[config.mk]
export PLATFORM = sky130hd
export DESIGN_NAME = pdp_fetch_ctrl
export DESIGN_NICKNAME = d
export VERILOG_FILES = /design/src/rtl/pdp_fetch_ctrl.sv
export SDC_FILE = /design/constraint.sdc
export NUM_CORES = 1
export LEC_CHECK = 0
export CORE_MARGIN = 2
export CORE_UTILIZATION = 30
export CTS_BUF_LIST = sky130_fd_sc_hd__clkbuf_16
export DETAILED_ROUTE_END_ITERATION = 16
export PLACE_DENSITY_LB_ADDON = 0.2
export RECOVER_POWER = 50
export SLEW_MARGIN = 25
export SYNTH_ARGS = -nofsm -noshare
export SYNTH_HDL_FRONTEND = slang
export SYNTH_SLANG_ARGS = --single-unit
[constraint.sdc]
create_clock -name clk -period 8.4 [get_ports clk]
set_input_delay 1.26 -clock clk [delete_from_list [all_inputs] [get_ports clk]]
set_output_delay 1.26 -clock clk [all_outputs]
set_load 0.02 [all_outputs]
[src/rtl/pdp_fetch_ctrl.sv]
// pdp_fetch_ctrl: PDP-11 instruction-fetch sequencer; owns the PC, reads program
// memory and hands one instruction at a time to the execute core.
module pdp_fetch_ctrl #(
    parameter int ADDR_W = 16
) (
    input  logic              clk,
    input  logic              rst_n,
    input  logic              i_start,
    input  logic [ADDR_W-1:0] i_start_addr,
    input  logic              i_abort,
    output logic              o_mem_rd_en,
    output logic [ADDR_W-2:0] o_mem_addr,
    input  logic [15:0]       i_mem_rdata,
    input  logic              i_mem_present,
    output logic              o_instr_valid,
    input  logic              i_instr_ready,
    output logic [15:0]       o_instr_word,
    output logic [ADDR_W-1:0] o_instr_pc,
    input  logic              i_ex_done,
    input  logic              i_br_taken,
    input  logic [7:0]        i_br_offset,
    input  logic              i_jmp_taken,
    input  logic [ADDR_W-1:0] i_jmp_target,
    output logic [ADDR_W-1:0] o_pc,
    output logic [31:0]       o_fetch_count,
    output logic              o_busy,
    output logic              o_halted,
    output logic              o_err
);
    typedef enum logic [2:0] {S_IDLE, S_RD, S_RSP, S_ISSUE, S_EXEC, S_HALT} state_t;

    state_t            r_state, w_next;
    logic [ADDR_W-1:0] r_pc, r_instr_pc, w_seq_pc, w_br_pc, w_exec_pc;
    logic [15:0]       r_instr_word;
    logic [31:0]       r_fetch_count;
    logic              r_err, w_start, w_jmp_odd;

    assign w_start   = (r_state == S_IDLE || r_state == S_HALT) && i_start;
    assign w_jmp_odd = i_jmp_taken && i_jmp_target[0];
    assign w_seq_pc  = r_pc + ADDR_W'(2);
    // branch offset counts words, so sign-extend and scale to bytes
    assign w_br_pc   = w_seq_pc + {{(ADDR_W-9){i_br_offset[7]}}, i_br_offset, 1'b0};
    assign w_exec_pc = i_jmp_taken ? i_jmp_target : i_br_taken ? w_br_pc : w_seq_pc;

    always_comb begin
        w_next = r_state;
        case (r_state)
            S_IDLE, S_HALT: w_next = i_start ? S_RD : r_state;
            S_RD:           w_next = S_RSP;
            S_RSP:          w_next = i_mem_present ? S_ISSUE : S_HALT;
            S_ISSUE:        w_next = i_instr_ready ? S_EXEC : S_ISSUE;
            S_EXEC:         w_next = !i_ex_done ? S_EXEC : w_jmp_odd ? S_HALT : S_RD;
            default:        w_next = S_IDLE;
        endcase
        if (i_abort)
            w_next = S_IDLE;
    end

    always_ff @(posedge clk or negedge rst_n) begin
        if (!rst_n) begin
            r_state       <= S_IDLE;
            r_pc          <= '0;
            r_fetch_count <= '0;
            r_instr_word  <= '0;
            r_instr_pc    <= '0;
            r_err         <= 1'b0;
        end else begin
            r_state <= w_next;
            if (!i_abort) begin
                if (w_start) begin
                    r_pc          <= {i_start_addr[ADDR_W-1:1], 1'b0};
                    r_fetch_count <= '0;
                    r_err         <= 1'b0;
                end
                if (r_state == S_RSP && i_mem_present) begin
                    r_instr_word <= i_mem_rdata;
                    r_instr_pc   <= r_pc;
                end
                if (r_state == S_ISSUE && i_instr_ready)
                    r_fetch_count <= r_fetch_count + 32'd1;
                if (r_state == S_EXEC && i_ex_done) begin
                    if (w_jmp_odd)
                        r_err <= 1'b1;
                    else
                        r_pc <= w_exec_pc;
                end
            end
        end
    end

    assign o_mem_rd_en   = r_state == S_RD;
    assign o_mem_addr    = r_pc[ADDR_W-1:1];
    assign o_instr_valid = r_state == S_ISSUE;
    assign o_instr_word  = r_instr_word;
    assign o_instr_pc    = r_instr_pc;
    assign o_pc          = r_pc;
    assign o_fetch_count = r_fetch_count;
    assign o_busy        = r_state != S_IDLE && r_state != S_HALT;
    assign o_halted      = r_state == S_HALT;
    assign o_err         = r_err;
endmodule

# [Word level (Yosys, flattened, before mapping)]
# Index checks and enable logic that the tools add are counted.
[word_totals] output_inout_bits=100 word_cells=47 ff_bits=84 input_bits=65
[op_classes] reduce_logical=13 n_bitwise=1 eq_ne=7 muxes=17 n_addsub=3
[op_table] cell="16-bit 2-to-1 mux" count=5
[op_table] cell="32-bit 2-to-1 mux" count=2
[op_table] cell="32-bit by 1-bit adder with 32-bit output, second input constant" count=1
[op_table] cell="3-bit 2-to-1 mux" count=6
[op_table] cell="16-bit adder" count=1
[op_table] cell="16-bit by 2-bit adder with 16-bit output, second input constant" count=1
[op_table] cell="3-bit case mux with 5 select lines" count=1
[op_table] cell="3-bit by 2-bit == test with 1-bit output, second input constant" count=2
[op_table] cell="3-bit == test, second input constant" count=2
[op_table] cell="1-bit logical AND" count=6
[op_table] cell="3-bit inequality test, second input constant" count=2
[op_table] cell="2-bit AND reduction" count=2
[op_table] cell="3-bit by 1-bit == test with 1-bit output, second input constant" count=1
[op_table] cell="3-bit zero test" count=1
[op_table] cell="1-bit 2-to-1 mux" count=3
[op_table] cell="3-bit nonzero test" count=1
[op_table] cell="2-bit nonzero test" count=1
[op_table] cell="2-bit OR reduction" count=1
[op_table] cell="1-bit logical OR" count=1
[op_table] cell="1-bit NOT" count=1

# [Logic depth before layout (Yosys ltp)]
# Gate-level depths: netlist of run 1.
[depth] ltp_word=6 ltp_mapped=15 ltp_nobuf=13

# [Least setup slack after synthesis of run 1]
# OpenSTA, ideal clock, no wires.
[synth_timing] path_type="reg-to-reg" from="reg r_pc[3], in the netlist o_pc[3]" to="reg r_pc[15], in the netlist o_pc[15]" setup_time_ns=0.129 arrival_time_ns=3.063 setup_slack_ns=5.209 required_ns=8.271 synth_period_minus_slack_ns=3.191 n_path_buf=2 stages_incl_launch_ff=13 path_cell_list="dfrtp_1 > clkbuf_1 > and4_1 > nand4_1 > xnor2_1 > ha_1 > clkbuf_1 > a21o_1 > o41a_1 > a221oi_1 > mux2i_1 > a211o_1 > nand3_1"
[synth_via] elab_chain_len=6
[synth_lines] item="start, declared" line="33" source="logic [ADDR_W-1:0] r_pc, r_instr_pc, w_seq_pc, w_br_pc, w_exec_pc;"
[synth_lines] item="start signal, assigned" line="71" source="r_pc <= {i_start_addr[ADDR_W-1:1], 1'b0};"
[synth_lines] item="start signal, assigned" line="85" source="r_pc <= w_exec_pc;"
[synth_lines] item="16-bit by 2-bit adder with 16-bit output (*)" line="40" source="assign w_seq_pc = r_pc + ADDR_W'(2);"
[synth_lines] item="16-bit adder" line="42" source="assign w_br_pc = w_seq_pc + {{(ADDR_W-9){i_br_offset[7]}}, i_br_offset, 1'b0};"
[synth_lines] item="16-bit 2-to-1 mux (*) (2 in series)" line="43" source="assign w_exec_pc = i_jmp_taken ? i_jmp_target : i_br_taken ? w_br_pc : w_seq_pc;"
[synth_lines] item="16-bit 2-to-1 mux (*)" line="82" source="if (w_jmp_odd)"
[synth_lines] item="16-bit 2-to-1 mux (*)" line="81" source="if (r_state == S_EXEC && i_ex_done) begin"
# Every way passes the cells marked *; elsewhere a longest branch is shown, timed or not.
# A chain may end at the register's enable or synchronous reset.

==> results of run 1 <==
layer usage:
| metal | share of wire, % | wire [um] | global-route usage (%) |
|---|---|---|---|
| met3 | 8.9 | 1370 | 5.35 |
| met1 | 44 | 6760 | 22.1 |
| met4 | 1.3 | 204 | 5.03 |
| met2 | 46 | 7110 | 27.9 |
| met5 | 0 | 0 | 0 |
through the flow:
stage | instance area, um^2 | util [%] | setup slack [ns]
after floorplan | 5170 | - | 5.21
after global placement | 6920 | 40.6 | 4.29
after detailed placement | 6920 | 40.6 | 4.27
after CTS | 7210 | 42.3 | 4.64
after global routing | 7210 | 42.3 | 2.42
final | 7210 | 42.3 | 3.34
report_power, final:
group          switching (W)  internal [W]  leakage, nW  total [W]
Combinational       0.000691      0.000604         1.84    0.00129
Sequential          0.000153      0.000521         1.08   0.000674
Clock               0.000169      0.000229        0.140   0.000398
final timing paths:
path                                     end           start  slack (ns)
max                          o_instr_word[9]           rst_n        3.34
min                                    o_err           o_err        0.49
max reg2reg                         o_pc[14]         o_pc[3]        5.00
min reg2reg                            o_err           o_err        0.49
max in group clk                    o_pc[15]  i_br_offset[7]        4.64
min in group asynchronous  o_fetch_count[15]           rst_n        1.19
synthesized netlist by cell type, types with 12 or more instances:
cell	number
buf_4	16
nor2_1	55
mux2_2	33
nand2_1	35
clkbuf_1	21
o21ai_0	18
ha_1	20
dfrtp_1	84
a21oi_1	35
xor2_1	29
nand3_1	27
inv_1	12
xnor2_1	20
flip-flops by register name (all words and copies together), names as in the netlist:
name,count
o_fetch_count,32
o_instr_pc,16
o_instr_word,16
o_pc,16
r_state,3
o_err,1
placed cells by master (no fill, tap or decap), types with 3 or more instances in the layout:
cell,instances
a21oi_1,35
nand2b_1,7
nor2b_1,5
xnor2_1,20
and2_1,10
nor3_1,6
and3_1,9
clkdlybuf4s50_1,116
clkbuf_1,3
o211ai_1,4
mux2i_1,6
and3b_1,3
dfrtp_1,84
ha_1,20
and4_1,4
o22a_1,6
dlygate4sd3_1,46
a21o_1,10
nand2_1,35
a211oi_1,9
o22ai_1,6
or3_1,7
nor2_1,55
nand3_1,27
nand4_1,9
inv_1,12
mux2_2,33
a221oi_1,3
clkbuf_16,9
buf_4,3
xor2_1,29
o21ai_0,18
area by class of cell:
cell class / count / area [um^2] / area share (%)
flip-flops and latches: 84 / 2100 / 29.2
multi-input cells: 407 / 2830 / 39.3
clock inverters: 7 / 67.6 / 0.937
repair buffers: 168 / 1660 / 23.0
inverters: 12 / 45.0 / 0.625
well taps: 225 / 282 / 3.91
clock buffers: 9 / 225 / 3.12
logic make-up after synthesis:
| group | count (synthesis) |
|---|---|
| simple gates | 185 |
| compound gates | 113 |
| flops | 84 |
| buf+inv | 50 |
| xor+xnor | 49 |
| mux | 39 |
| fa+ha+maj | 21 |
==> impl_metrics.ini, run 1 <==
[grt]
gr-usage-all-layers_pct = 17.2
grt_pass1_wl_um = 24500
grt_pass1_vias = 4707
grt-ovfl-total = 0
grt_antenna_before_repair = 0
grt_max_degree = 61

[clock_network]
clk_pin_slew_worst_paths_ns = 0.07
cts_buffer_depth = 2
cts_resized = 0
cts_setup_buffers = 0
numCtsBuffers = 9
cts_root_buf = clkbuf_16
clock-sinks = 84
ctsHoldBuffers = 0
cts_tree = built
clk_latency_ns = 0.35
cts_max_level = 3

[route]
drc = 0
ant_nets = 0
drt_iter0_drc = 189
finalWirelength_um = 15400
dr.pass1.iters = 4
vias = 4631
vias_per_cell = 5.08
wl_per_cell_um = 16.9

[setup_path]
crit_fanout = 60
cp.depth = 2
worstSetupPathType = input port to async pin
end_kind = async pin
cp.required_ns = 8.08
worst-r2r-cell-count = 12
critPathMostFrequentCell = clkbuf_1
worstSetupStartpointType = input port
cpLargestDelayFamily = buffers and inverters
cpPeakStageDelay_ns = 2.48
crit_arrival_ns = 4.74
slowest_stage = clkbuf_1
path_buf_inv = 2
worstPathCellList = clkbuf_1 -> clkbuf_1

[yosys]
syn_area_um2 = 5170
yosys.area_share.adder_pct = 5.23
synth_compound_area_share_pct = 14.9
syn_nets = 627
synth_top_family_by_area = simple AND/OR/NAND/NOR gates
ys_seq_area_share_pct = 40.6
synth_area_per_cell_um2 = 9.56
synthMuxAreaShare_pct = 8.35
synth_edf_count = 0
syn_inst = 541
synth_flop_cell = dfrtp_1
ys_types = 53
synth_top_cell_by_area = dfrtp_1
yosys_register_bits = 84
yosys-top-cells-area = dfrtp_1, mux2_2, xor2_1
yosysWarnings = 0
synthSimpleGateAreaFrac_pct = 17.8
ys_async_sr_fraction_pct = 100
synthXorXnorAreaFrac_pct = 8.30
synth_top_area_share_pct = 40.6

[hold_path]
min_path_type = flip-flop to flip-flop
whs_path_depth = 2

[cells_and_area]
syn_to_final_growth_pct = 39.4
n_fill_cell = 1698
layout.nets = 768
antennaDiodeCount = 0
finalNonFillerCells = 912
drive_above_1_share_pct = 8.30

[timing]
tns_ns = 0
finalSetupViolCount = 0
finClkSkew_ns = 0.00769
worst_pin_slew_ns = 3.43
hold_viol = 0
max_freq_ghz = 0.198
rsz0062_at_grt = no
period_share_pct = 60.2
timing.final.crit_period_ns = 5.06
fin_hold_ws_ns = 0.495
drv_slew = 61
maxSlewHeadroom_pct = -129

[placed_design]
place.gp.congestion = 0.893
port_buffers = 163
hpwl_um = 11600
place_inst = 896

[power_and_ir_drop]
vdd_drop_max_uv = 167
power.total_w = 0.00237
p_leak_nw = 3.07
powerDensity_nw_per_um2 = 328

[run_status]
violations = max-capacitance violations, max-slew violations
outcome = complete, but fails checks

[flow_run]
max_cap_viol_count = 1

[floorplanning]
die_w_um = 135
die_area_um2 = 18300
initial_core_util_pct = 30.3
fp.coreArea_um2 = 17100
die_y_um = 135
fp-row-count = 48
io_pins = 165
Note: power is estimated with default switching activity, not from simulation.
==> inputs of run 2 (changes only) <==
==> constraint.sdc (replaced) <==
create_clock -name clk -period 4.8 [get_ports clk]
set_input_delay 0.72 -clock clk [delete_from_list [all_inputs] [get_ports clk]]
set_output_delay 0.72 -clock clk [all_outputs]
set_load 0.02 [all_outputs]
==> impl_metrics.ini, run 2 (same netlist as run 1, synthesis figures left out) <==
[run_status]
outcome = complete, but fails checks
violations = max-capacitance violations, max-slew violations

[floorplanning]
fp-row-count = 48
die_area_um2 = 18300
io_pins = 165
initial_core_util_pct = 30.3
die_y_um = 135
die_w_um = 135
fp.coreArea_um2 = 17100

[timing]
finalSetupViolCount = 0
drv_slew = 85
max_freq_ghz = 0.287
hold_viol = 0
period_share_pct = 72.6
worst_pin_slew_ns = 2.15
timing.final.crit_period_ns = 3.49
maxSlewHeadroom_pct = -43.5
rsz0062_at_grt = no
layout_setup_ws_ns = 1.31
tns_ns = 0
finClkSkew_ns = 0.0111

[route]
finalWirelength_um = 15700
ant_nets = 0
vias = 4597
dr.pass1.iters = 4
drc = 0
wl_per_cell_um = 17.2
vias_per_cell = 5.05
drt_iter0_drc = 200

[clock_network]
clk_latency_ns = 0.33
cts_tree = built
cts_root_buf = clkbuf_16
numCtsBuffers = 9
clk_pin_slew_worst_paths_ns = 0.06
cts_buffer_depth = 2
cts_max_level = 3
clock-sinks = 84
cts_setup_buffers = 0
ctsHoldBuffers = 0
cts_resized = 0

[cells_and_area]
multi_input_area_um2 = 2830
final_util_pct = 42.3
drive_above_1_share_pct = 8.31
antennaDiodeCount = 0
layout_commonest_cell = clkdlybuf4s50_1
syn_to_final_growth_pct = 39.4
seqCellArea_um2 = 2100
final_cell_mix = clkdlybuf4s50_1, dfrtp_1, nor2_1, dlygate4sd3_1
layout.nets = 767
n_fill_cell = 1714
largest_reg_flops = 32

[setup_path]
cpPeakStageDelay_ns = 0.56
critPathMostFrequentCell = a21oi_1
end_kind = flip-flop
worstSetupPathType = flip-flop to flip-flop
crit_fanout = 10
slowest_stage = dfrtp_1
cpLargestDelayFamily = compound AO/OA/AOI/OAI gates
crit_arrival_ns = 3.74
worstSetupStartpointType = flip-flop
cp.required_ns = 5.06
worstPathCellList = and4_1 -> nand2_1 -> or3_1 -> xnor2_1 -> ha_1 -> a21oi_1 -> o21ai_0 -> a2111oi_0 -> a31oi_1 -> xor2_1 -> nand3_1 -> a21oi_1
path_buf_inv = 0

[grt]
grt_pass1_vias = 4660
grt_antenna_before_repair = 0
grt_max_degree = 85
gr-usage-all-layers_pct = 17.5
grt_pass1_wl_um = 25000
grt-ovfl-total = 0

[placed_design]
hpwl_um = 11800
preCtsSetupSlack_ns = 1.14
place.gp.congestion = 0.868
port_buffers = 163

[power_and_ir_drop]
p_leak_nw = 3.08
powerDensity_nw_per_um2 = 573
power.total_w = 0.00413
vdd_drop_max_uv = 306

[hold_path]
min_path_type = flip-flop to flip-flop

[flow_run]
max_cap_viol_count = 1
## run 2: through the flow
stage | hold slack [ns] | cells | area, um^2
6_report | 0.494 | 911 | 7210
5_1_grt | 0.515 | 911 | 7210
4_1_cts | 0.481 | 911 | 7220
3_5_place_dp | 0.483 | 895 | 6940
3_3_place_gp | 0.465 | 895 | 6930
2_1_floorplan | 0.424 | 541 | 5170
## run 2: final timing paths
kind | start | to | slack, ns | depth (start not counted)
max | o_pc[3] | o_pc[14] | 1.31 | 12
min reg2reg | o_err | o_err | 0.49 | 2
min in group asynchronous | rst_n | o_fetch_count[19] | 0.98 | 1
max in group asynchronous | rst_n | o_instr_pc[15] | 2.51 | 1
min | o_err | o_err | 0.49 | 2
max reg2reg | o_pc[3] | o_pc[14] | 1.31 | 12
## run 2: tightest hold or removal path: stages, from the launching register on
cell	delay [ns]
dfrtp_1	0.35
nand2_1	0.05
o31ai_1	0.06
## run 2: power by group
part	total, W	switching, W	internal, W
logic	0.00228	0.00123	0.00106
registers	0.00117	0.000261	0.000912
clock network	0.000673	0.000276	0.000397
## run 2: metal layers
metal / global-route usage [%] / vias up / part of all wire [%]
met4: 4.57 / 0 / 1.2
met1: 23.1 / 2243 / 45
met2: 27.7 / 139 / 46
met3: 5.57 / 13 / 7.5
met5: 0 / - / 0
li1: - / 2202 / -
## run 2: area by class of cell
class                   instances  share of cell area (%)
flip-flops and latches         84                    29.2
well taps                     225                    3.90
multi-input cells             407                    39.3
repair buffers                167                    23.1
clock inverters                 7                   0.833
inverters                      12                   0.625
clock buffers                   9                    3.12
